## src/rtl/fib_seq_pkg.sv

```systemverilog
// Shared definitions for the sequence engine: FSM states, mode encodings,
// seed constants and flag bit positions.
package fib_seq_pkg;

  typedef enum logic [2:0] {
    ST_IDLE,
    ST_SEED0,
    ST_SEED1,
    ST_STEP,
    ST_DONE
  } state_t;

  localparam logic [1:0] MODE_FIB   = 2'd0;
  localparam logic [1:0] MODE_LUCAS = 2'd1;
  localparam logic [1:0] MODE_STEP  = 2'd2;

  localparam int unsigned FIB_SEED_A   = 0;
  localparam int unsigned FIB_SEED_B   = 1;
  localparam int unsigned LUCAS_SEED_A = 2;
  localparam int unsigned LUCAS_SEED_B = 1;

  localparam int unsigned FLAG_C = 4;
  localparam int unsigned FLAG_L = 3;
  localparam int unsigned FLAG_F = 2;
  localparam int unsigned FLAG_Z = 1;
  localparam int unsigned FLAG_N = 0;

endpackage

```

## src/rtl/fib_seq_adder.sv

```systemverilog
// Shared WIDTH-bit adder producing the sum and {C, L, F, Z, N} flags.
module fib_seq_adder
  import fib_seq_pkg::*;
#(
  parameter int unsigned WIDTH = 16
) (
  input  logic [WIDTH-1:0] a,
  input  logic [WIDTH-1:0] b,
  output logic [WIDTH-1:0] sum,
  output logic [4:0]       flags
);

  logic [WIDTH:0] full;

  always_comb begin
    full          = {1'b0, a} + {1'b0, b};
    sum           = full[WIDTH-1:0];
    flags         = '0;
    flags[FLAG_C] = full[WIDTH];
    flags[FLAG_L] = (a < b);
    flags[FLAG_F] = (a[WIDTH-1] == b[WIDTH-1]) && (full[WIDTH-1] != a[WIDTH-1]);
    flags[FLAG_Z] = (full[WIDTH-1:0] == '0);
    flags[FLAG_N] = full[WIDTH-1];
  end

endmodule

```

## src/rtl/hexTo7Seg.sv

```systemverilog
// Hex nibble to seven-segment decoder, segments {g,f,e,d,c,b,a}, active-low.
module hexTo7Seg (
  input  logic [3:0] hex,
  output logic [6:0] seg
);

  always_comb begin
    seg = 7'h7F;
    case (hex)
      4'h0: seg = 7'h40;
      4'h1: seg = 7'h79;
      4'h2: seg = 7'h24;
      4'h3: seg = 7'h30;
      4'h4: seg = 7'h19;
      4'h5: seg = 7'h12;
      4'h6: seg = 7'h02;
      4'h7: seg = 7'h78;
      4'h8: seg = 7'h00;
      4'h9: seg = 7'h10;
      4'hA: seg = 7'h08;
      4'hB: seg = 7'h03;
      4'hC: seg = 7'h46;
      4'hD: seg = 7'h21;
      4'hE: seg = 7'h06;
      4'hF: seg = 7'h0E;
      default: seg = 7'h7F;
    endcase
  end

endmodule

```

## src/rtl/fib_seq_engine.sv

```systemverilog
// Fibonacci / Lucas / constant-step sequence engine with circular register
// file, start/busy/done handshake and hex seven-segment output.
module fib_seq_engine
  import fib_seq_pkg::*;
#(
  parameter int unsigned WIDTH    = 16,
  parameter int unsigned NUM_REGS = 16,
  parameter int unsigned CNT_W    = 8,
  parameter int unsigned DIGITS   = WIDTH / 4,
  localparam int unsigned AW      = $clog2(NUM_REGS)
) (
  input  logic                  clk,
  input  logic                  reset,
  input  logic                  start,
  input  logic [1:0]            mode,
  input  logic [CNT_W-1:0]      count,
  input  logic [WIDTH-1:0]      base,
  input  logic [WIDTH-1:0]      step,
  input  logic                  halt_on_carry,
  output logic                  busy,
  output logic                  done,
  output logic                  ovf,
  output logic [CNT_W-1:0]      terms,
  output logic [WIDTH-1:0]      bus,
  output logic [4:0]            flags,
  input  logic [AW-1:0]         rd_addr,
  output logic [WIDTH-1:0]      rd_data,
  output logic [7*DIGITS-1:0]   seven_seg
);

  state_t state, state_next;

  logic [1:0]       mode_q;
  logic [CNT_W-1:0] count_q;
  logic [WIDTH-1:0] base_q, step_q;
  logic             hoc_q;
  logic [WIDTH-1:0] prev1, prev2;
  logic [AW-1:0]    wp;
  logic [WIDTH-1:0] mem [NUM_REGS];

  logic             is_step, is_lucas;
  logic [WIDTH-1:0] add_a, add_b, add_sum;
  logic [4:0]       add_flags;
  logic             add_use, halt, wr_en;
  logic [WIDTH-1:0] wr_data;

  assign is_step  = (mode_q == MODE_STEP);
  assign is_lucas = (mode_q == MODE_LUCAS);

  fib_seq_adder #(.WIDTH(WIDTH)) u_adder (
    .a     (add_a),
    .b     (add_b),
    .sum   (add_sum),
    .flags (add_flags)
  );

  // The adder is shared: SEED1 forms base+step, STEP forms the next term.
  always_comb begin
    add_a   = prev1;
    add_b   = is_step ? step_q : prev2;
    add_use = 1'b0;
    wr_en   = 1'b0;
    wr_data = '0;
    halt    = 1'b0;
    case (state)
      ST_SEED0: begin
        wr_en   = 1'b1;
        wr_data = is_step  ? base_q :
                  is_lucas ? WIDTH'(LUCAS_SEED_A) : WIDTH'(FIB_SEED_A);
      end
      ST_SEED1: begin
        add_a   = base_q;
        add_b   = step_q;
        add_use = is_step;
        wr_en   = 1'b1;
        wr_data = is_step  ? add_sum :
                  is_lucas ? WIDTH'(LUCAS_SEED_B) : WIDTH'(FIB_SEED_B);
      end
      ST_STEP: begin
        add_use = 1'b1;
        halt    = hoc_q && add_flags[FLAG_C];
        wr_en   = !halt;
        wr_data = add_sum;
      end
      default: ;
    endcase
  end

  always_comb begin
    state_next = state;
    case (state)
      ST_IDLE:  if (start) state_next = (count == '0) ? ST_DONE : ST_SEED0;
      ST_SEED0: state_next = (count_q == CNT_W'(1)) ? ST_DONE : ST_SEED1;
      ST_SEED1: state_next = (count_q == CNT_W'(2)) ? ST_DONE : ST_STEP;
      ST_STEP:  if (halt || (terms + 1'b1 == count_q)) state_next = ST_DONE;
      ST_DONE:  state_next = ST_IDLE;
      default:  state_next = ST_IDLE;
    endcase
  end

  always_ff @(posedge clk) begin
    if (reset) state <= ST_IDLE;
    else       state <= state_next;
  end

  always_ff @(posedge clk) begin
    if (reset) begin
      mode_q  <= '0;
      count_q <= '0;
      base_q  <= '0;
      step_q  <= '0;
      hoc_q   <= 1'b0;
      prev1   <= '0;
      prev2   <= '0;
      wp      <= '0;
      terms   <= '0;
      bus     <= '0;
      flags   <= '0;
      ovf     <= 1'b0;
      for (int unsigned i = 0; i < NUM_REGS; i++) mem[i] <= '0;
    end else begin
      if (state == ST_IDLE && start) begin
        mode_q  <= mode;
        count_q <= count;
        base_q  <= base;
        step_q  <= step;
        hoc_q   <= halt_on_carry;
        terms   <= '0;
        ovf     <= 1'b0;
        wp      <= '0;
      end
      if (wr_en) begin
        mem[wp] <= wr_data;
        bus     <= wr_data;
        wp      <= wp + 1'b1;
        terms   <= terms + 1'b1;
        prev2   <= prev1;
        prev1   <= wr_data;
      end
      if (add_use) flags <= add_flags;
      if (halt)    ovf   <= 1'b1;
    end
  end

  assign busy    = (state != ST_IDLE);
  assign done    = (state == ST_DONE);
  assign rd_data = mem[rd_addr];

  for (genvar i = 0; i < DIGITS; i++) begin : g_digit
    hexTo7Seg u_hex (
      .hex (bus[4*i +: 4]),
      .seg (seven_seg[7*i +: 7])
    );
  end

endmodule

```

## config.mk

```make
export PLATFORM = sky130hd
export DESIGN_NAME = fib_seq_engine
export DESIGN_NICKNAME = d
export VERILOG_FILES = /design/src/rtl/fib_seq_pkg.sv /design/src/rtl/fib_seq_adder.sv /design/src/rtl/hexTo7Seg.sv /design/src/rtl/fib_seq_engine.sv
export SDC_FILE = /design/constraint.sdc
export NUM_CORES = 1
export LEC_CHECK = 0
export ABC_AREA = 1
export BUFFER_PORTS_ARGS = -buffer_cell sky130_fd_sc_hd__buf_4
export CAP_MARGIN = 40
export CORE_MARGIN = 2
export CORE_UTILIZATION = 49
export DETAILED_ROUTE_END_ITERATION = 7
export GPL_TIMING_DRIVEN = 0
export PLACE_DENSITY = 0.73
export RECOVER_POWER = 100
export SKIP_LAST_GASP = 1
export SLEW_MARGIN = 20
export SYNTH_ARGS = -nofsm -noshare
export SYNTH_HDL_FRONTEND = slang
export SYNTH_HIERARCHICAL = 1
export SYNTH_SLANG_ARGS = --single-unit
```

## constraint.sdc

```tcl
create_clock -name clk -period 8.4 [get_ports clk]
set_input_delay 1.68 -clock clk [delete_from_list [all_inputs] [get_ports clk]]
set_output_delay 1.68 -clock clk [all_outputs]
set_load 0.02 [all_outputs]
```

==> flow_summary.toml, run 1 <==
[run_status]
outcome = "complete, no violations"

[place]
portBuffers = 123
gp_congestion = 0.926
hpwl_um = 39900

[synthesis]
synth.largest_area_cell = "edfxtp_1"
synth-edff-count = 256
synth_nets = 2223
ys_seq_area_share_pct = 51.5
synth_ff_type = "edfxtp_1"
yosysWarnings = 6
synth.distinct_cells = 40
syn_inst = 2107
synth_area_leaders = "edfxtp_1 41%, dfxtp_1 10%, nor2_1 7.4%, nand2_1 5.4%, o21ai_0 5.2%"
ys_seq_elements = 352
syn-cell-area_um2 = 18700
syn_area_per_cell_um2 = 8.85
synth_top_area_share_pct = 41.2
async_flop_share_pct = 0

[finish]
diodes = 0
fillers = 3413
multi_input_area_um2 = 7440
fin_nets = 2391
area_delta_synth_final_pct = 13.2
final_cell_mix = "369 x nor2_1, 271 x nand2_1, 256 x edfxtp_1"
regArea_um2 = 9610
drive_gt1_share_pct = 10.4
final_common_cell = "nor2_1"
finish.utilization_pct = 56.2

[timing]
skew_ns = 0.0171
relSlewSlack_pct = 43.1
drv_slew = 0
setup_viol = 0
period_share_pct = 76.6
tightest_slew_ns = 0.851
finalHoldViolations = 0
rsz0062_at_grt = "false"
min_period_ns = 6.44
max_freq_mhz = 155
fin_setup_tns_ns = 0

[clock_tree]
cts_root_buf = "clkbuf_16"
cts_tree = "built"
cts_setup_buffers = 0
clkLatencyLatePin_ns = 0.55
clk_pin_slew_ns = 0.06
cts.repair.resized = 0
cts_buffers = 37
cts_sinks = 352
ctsHoldBuffers = 0
htreeDepth = 2
clockBufferDepth = 3

[worst_setup_path]
required_ns = 8.56
criticalPathCategory = "reg -> reg"
r2r_cells = 27
cp.buffers_inverters = 9
path_depth = 27
cp_top_family = "simple AND/OR/NAND/NOR gates"
crit_fanout = 16
cp_common_cell = "nand2_1"
rrSetupSlack_ns = 1.96
start_kind = "register"
crit_arrival_ns = 6.60
slowest_delay_ns = 0.63
reg2reg_to = "mem[11][14]"
endpoint_kind = "register"
crit_start = "state[1]"
cp-endpoint = "mem[11][14]"
timing.rr.start = "state[1]"
crit_path_top_delay_cell = "nand2_1"

[grt]
antenna_found_initial = 0
grt_pass1_wl_um = 81800
track_usage_pct = 27.3
grt_max_degree = 17
first_global_vias = 14800
overflow = 0

[routing]
detail_route.iter0.violations = 1446
wl_per_cell_um = 19.4
vias = 15500
dr.pass1.iters = 6
remaining_drc_errors = 0
wirelength_um = 54700
viasPerCell = 5.51
ant_nets = 0

[die]
die_area_um2 = 39600
core-area_um2 = 37600
std_cell_rows = 71
io_pins = 126
die_y_um = 199
start_util_pct = 49.6
dieWidth_um = 199

[power_and_ir_drop]
power-per-cell-area_nw_per_um2 = 290
power.leakage_nw = 8.52
vdd_drop_max_mv = 0.190

[worst_hold_path]
hold_class = "reg -> reg"

[run]
maxCapViolations = 0
[worst min-delay path by stage]
stage,startpoint,to,slack [ns],depth (start not counted)
global route,step_q[4],step_q[4],0.47,2
detailed placement,step_q[4],step_q[4],0.45,2
CTS,step_q[4],step_q[4],0.46,2
floorplan,step_q[0],step_q[0],0.43,2
global placement,step_q[0],step_q[0],0.45,2
finish,step_q[13],step_q[13],0.46,2
[synth_stat cells (7+ instances only)]
cell	count
buf_6	18
mux2i_1	64
edfxtp_1	256
ha_1	65
o21ai_0	192
clkbuf_1	63
o211ai_1	66
inv_1	206
dfxtp_1	96
nand2_1	268
nand4_1	7
nand3_1	98
nor2_2	8
buf_1	7
a21oi_1	167
inv_2	32
nand2_2	13
nand2_4	16
buf_2	34
o21ai_1	16
nor2_1	367
[cell type report]
| cell class | instances | share of cell area, % |
|---|---|---|
| tap | 511 | 3.03 |
| clock buffer | 44 | 4.51 |
| timing repair buffer | 129 | 3.40 |
| sequential | 352 | 45.5 |
| multi-input combinational | 1390 | 35.2 |
| inverter | 241 | 4.29 |
| clock inverter | 23 | 0.978 |
| buffer | 124 | 3.04 |
[state kept, by name (all words and copies together) (netlist names)]
register,count
mem,256
base_q,16
prev1,16
prev2,16
step_q,16
count_q,8
terms,8
flags,5
wp,4
state,3
mode_q,2
hoc_q,1
ovf,1
[kinds of logic after synthesis]
logic type	after synthesis	share of synthesized area, %
AOI/OAI and AO/OA	460	13.6
xor gates and xnor gates	4	0.188
adders and majority gates	66	4.47
buffers and inverters	365	8.34
DFF	352	51.5
muxes	64	3.43
and+or+nand+nor	796	18.4
[stage by stage]
stage	setup WS [ns]	std cells	total power, mW	hold slack [ns]	instance area (µm²)
2_1_floorplan	3.89	2107	3.86	0.430	18700
3_3_place_gp	3.01	2741	4.57	0.449	20200
3_5_place_dp	2.99	2741	4.63	0.448	20200
4_1_cts	3.01	2808	6.21	0.457	21400
5_1_grt	1.42	2814	6.47	0.466	21100
6_report	1.96	2814	6.12	0.455	21100
[per-layer routing]
metal	part of all wire [%]	GRT usage [%]
met1	39	33.7
met5	0	0
met4	3.1	9.78
met3	9.0	5.55
met2	49	47.4
[report_power, final]
group,switching (mW),internal (mW)
combinational,1.68,0.681
clock,0.687,0.909
sequential,0.126,2.05
[tightest hold or removal path, delay by kind of cell (launching register included)]
family	cells	cell delay [ns]
buffers and inverters	1	0.06
AOI/OAI and AO/OA	1	0.05
DFF	1	0.29
No activity file was read; power rests on OpenSTA's default activity.
==> run 2: changes to the inputs <==
Clock period 8.4 ns to 6.34 ns, I/O delays scaled along.
==> flow_summary.toml, run 2 (synthesis gave the netlist of run 1 again) <==
[run_status]
outcome = "complete, no violations"

[place]
place_area_um2 = 20200
gp_congestion = 0.926
portBuffers = 123
hpwl_um = 39900

[routing]
ant_nets = 0
remaining_drc_errors = 0
dr.pass1.iters = 6
wirelength_um = 54500
wl_per_cell_um = 19.4
detail_route.iter0.violations = 1530
vias = 15500
viasPerCell = 5.50

[clock_tree]
clkLatencyLatePin_ns = 0.55
htreeDepth = 2
cts_tree = "built"
cts_setup_buffers = 0
cts.repair.resized = 0
ctsHoldBuffers = 0
clk_pin_slew_ns = 0.06
cts_root_buf = "clkbuf_16"
cts_sinks = 352
clockBufferDepth = 3
cts_buffers = 37

[die]
io_pins = 126
die_y_um = 199
dieWidth_um = 199
start_util_pct = 49.6
die_area_um2 = 39600
core-area_um2 = 37600
std_cell_rows = 71

[grt]
grt_pass1_wl_um = 81800
antenna_found_initial = 0
grt_max_degree = 17
overflow = 0
track_usage_pct = 27.3
first_global_vias = 14800

[finish]
largest_register = "mem"
largest_register_ffs = 256
area_delta_synth_final_pct = 13.3
fillers = 3409
drive_gt1_share_pct = 10.5
finish.utilization_pct = 56.2
final_common_cell = "nor2_1"
diodes = 0
final_cell_mix = "369 x nor2_1, 271 x nand2_1, 256 x edfxtp_1"
fin_nets = 2391
fin_area_um2 = 21100

[worst_setup_path]
required_ns = 6.50
crit_fanout = 16
endpoint_kind = "register"
crit_arrival_ns = 5.68
criticalPathCategory = "reg -> reg"
r2r_cells = 27
start_kind = "register"

[timing]
finalHoldViolations = 0
skew_ns = 0.0186
period_share_pct = 87.1
fin_setup_tns_ns = 0
min_period_ns = 5.52
max_freq_mhz = 181
drv_slew = 0
tightest_slew_ns = 0.845
setup_viol = 0
rsz0062_at_grt = "false"
relSlewSlack_pct = 43.5

[run]
maxCapViolations = 0

[worst_hold_path]
hold_class = "reg -> reg"
hold_depth = 2

[power_and_ir_drop]
vdd_drop_max_mv = 0.256
p_clk_share_pct = 26.1
power-per-cell-area_nw_per_um2 = 384
switchingPower_mw = 3.30
p_comb_share_pct = 38.5
switching_share_pct = 40.6
seqPwrFrac_pct = 35.4
power.leakage_nw = 8.53
power.internal_mw = 4.83
run 2: layer usage:
metal	wire length (µm)	vias up	global-route usage (%)
li1	-	7368	-
met2	26600	718	47.4
met5	0	-	0
met4	1820	0	9.78
met3	4890	126	5.55
met1	21200	7277	33.7
run 2: layout make-up:
cell class,count,area [µm²],area share [%]
repair buffers,129,717,3.39
well taps,511,639,3.03
inverters,241,905,4.28
clock buffers,44,952,4.51
flip-flops and latches,352,9610,45.5
multi-input cells,1390,7460,35.3
clock inverters,23,206,0.977
plain buffers,124,646,3.05
run 2: per-stage QoR:
step,power (mW),setup WS (ns),hold WS (ns),std cells
2_1_floorplan,5.11,2.32,0.430,2107
3_3_place_gp,6.06,1.25,0.449,2741
3_5_place_dp,6.13,1.17,0.448,2741
4_1_cts,8.22,1.15,0.457,2808
5_1_grt,8.59,0.412,0.466,2814
6_report,8.12,0.818,0.454,2814
run 2: worst max-delay path, cell delays in order (launching register included):
cell and delay (ns):
dfxtp_1 0.38, inv_1 0.09, nor2_4 0.14, inv_2 0.05
nor2_1 0.25, inv_1 0.21, nand2_1 0.18, clkbuf_1 0.44
nor2_1 0.12, a21oi_1 0.21, inv_1 0.07, ha_1 0.27
buf_4 0.15, inv_1 0.07, a21oi_1 0.16, nand2_1 0.10
clkinv_1 0.06, nand2_1 0.08, nand2_1 0.07, o2111ai_1 0.26
a21oi_2 0.27, nor2_1 0.12, nand2_8 0.13, nand2_2 0.10
nor2_8 0.20, nand2_4 0.13, buf_6 0.18, nand2_1 0.63
run 2: worst paths after layout:
kind	slack, ns	to	start
min	0.45	step_q[13]	step_q[13]
min reg2reg	0.45	step_q[13]	step_q[13]
max	0.82	mem[11][14]	state[1]
max reg2reg	0.82	mem[11][14]	state[1]
run 2: power by group through the flow:
stage                     combinational (mW)  clock, mW  sequential [mW]
after floorplan                         2.20          0             2.91
after global placement                  3.14          0             2.92
after detailed placement                3.20          0             2.93
after CTS                               3.21       2.13             2.88
after global routing                    3.46       2.22             2.91
final                                   3.13       2.12             2.88
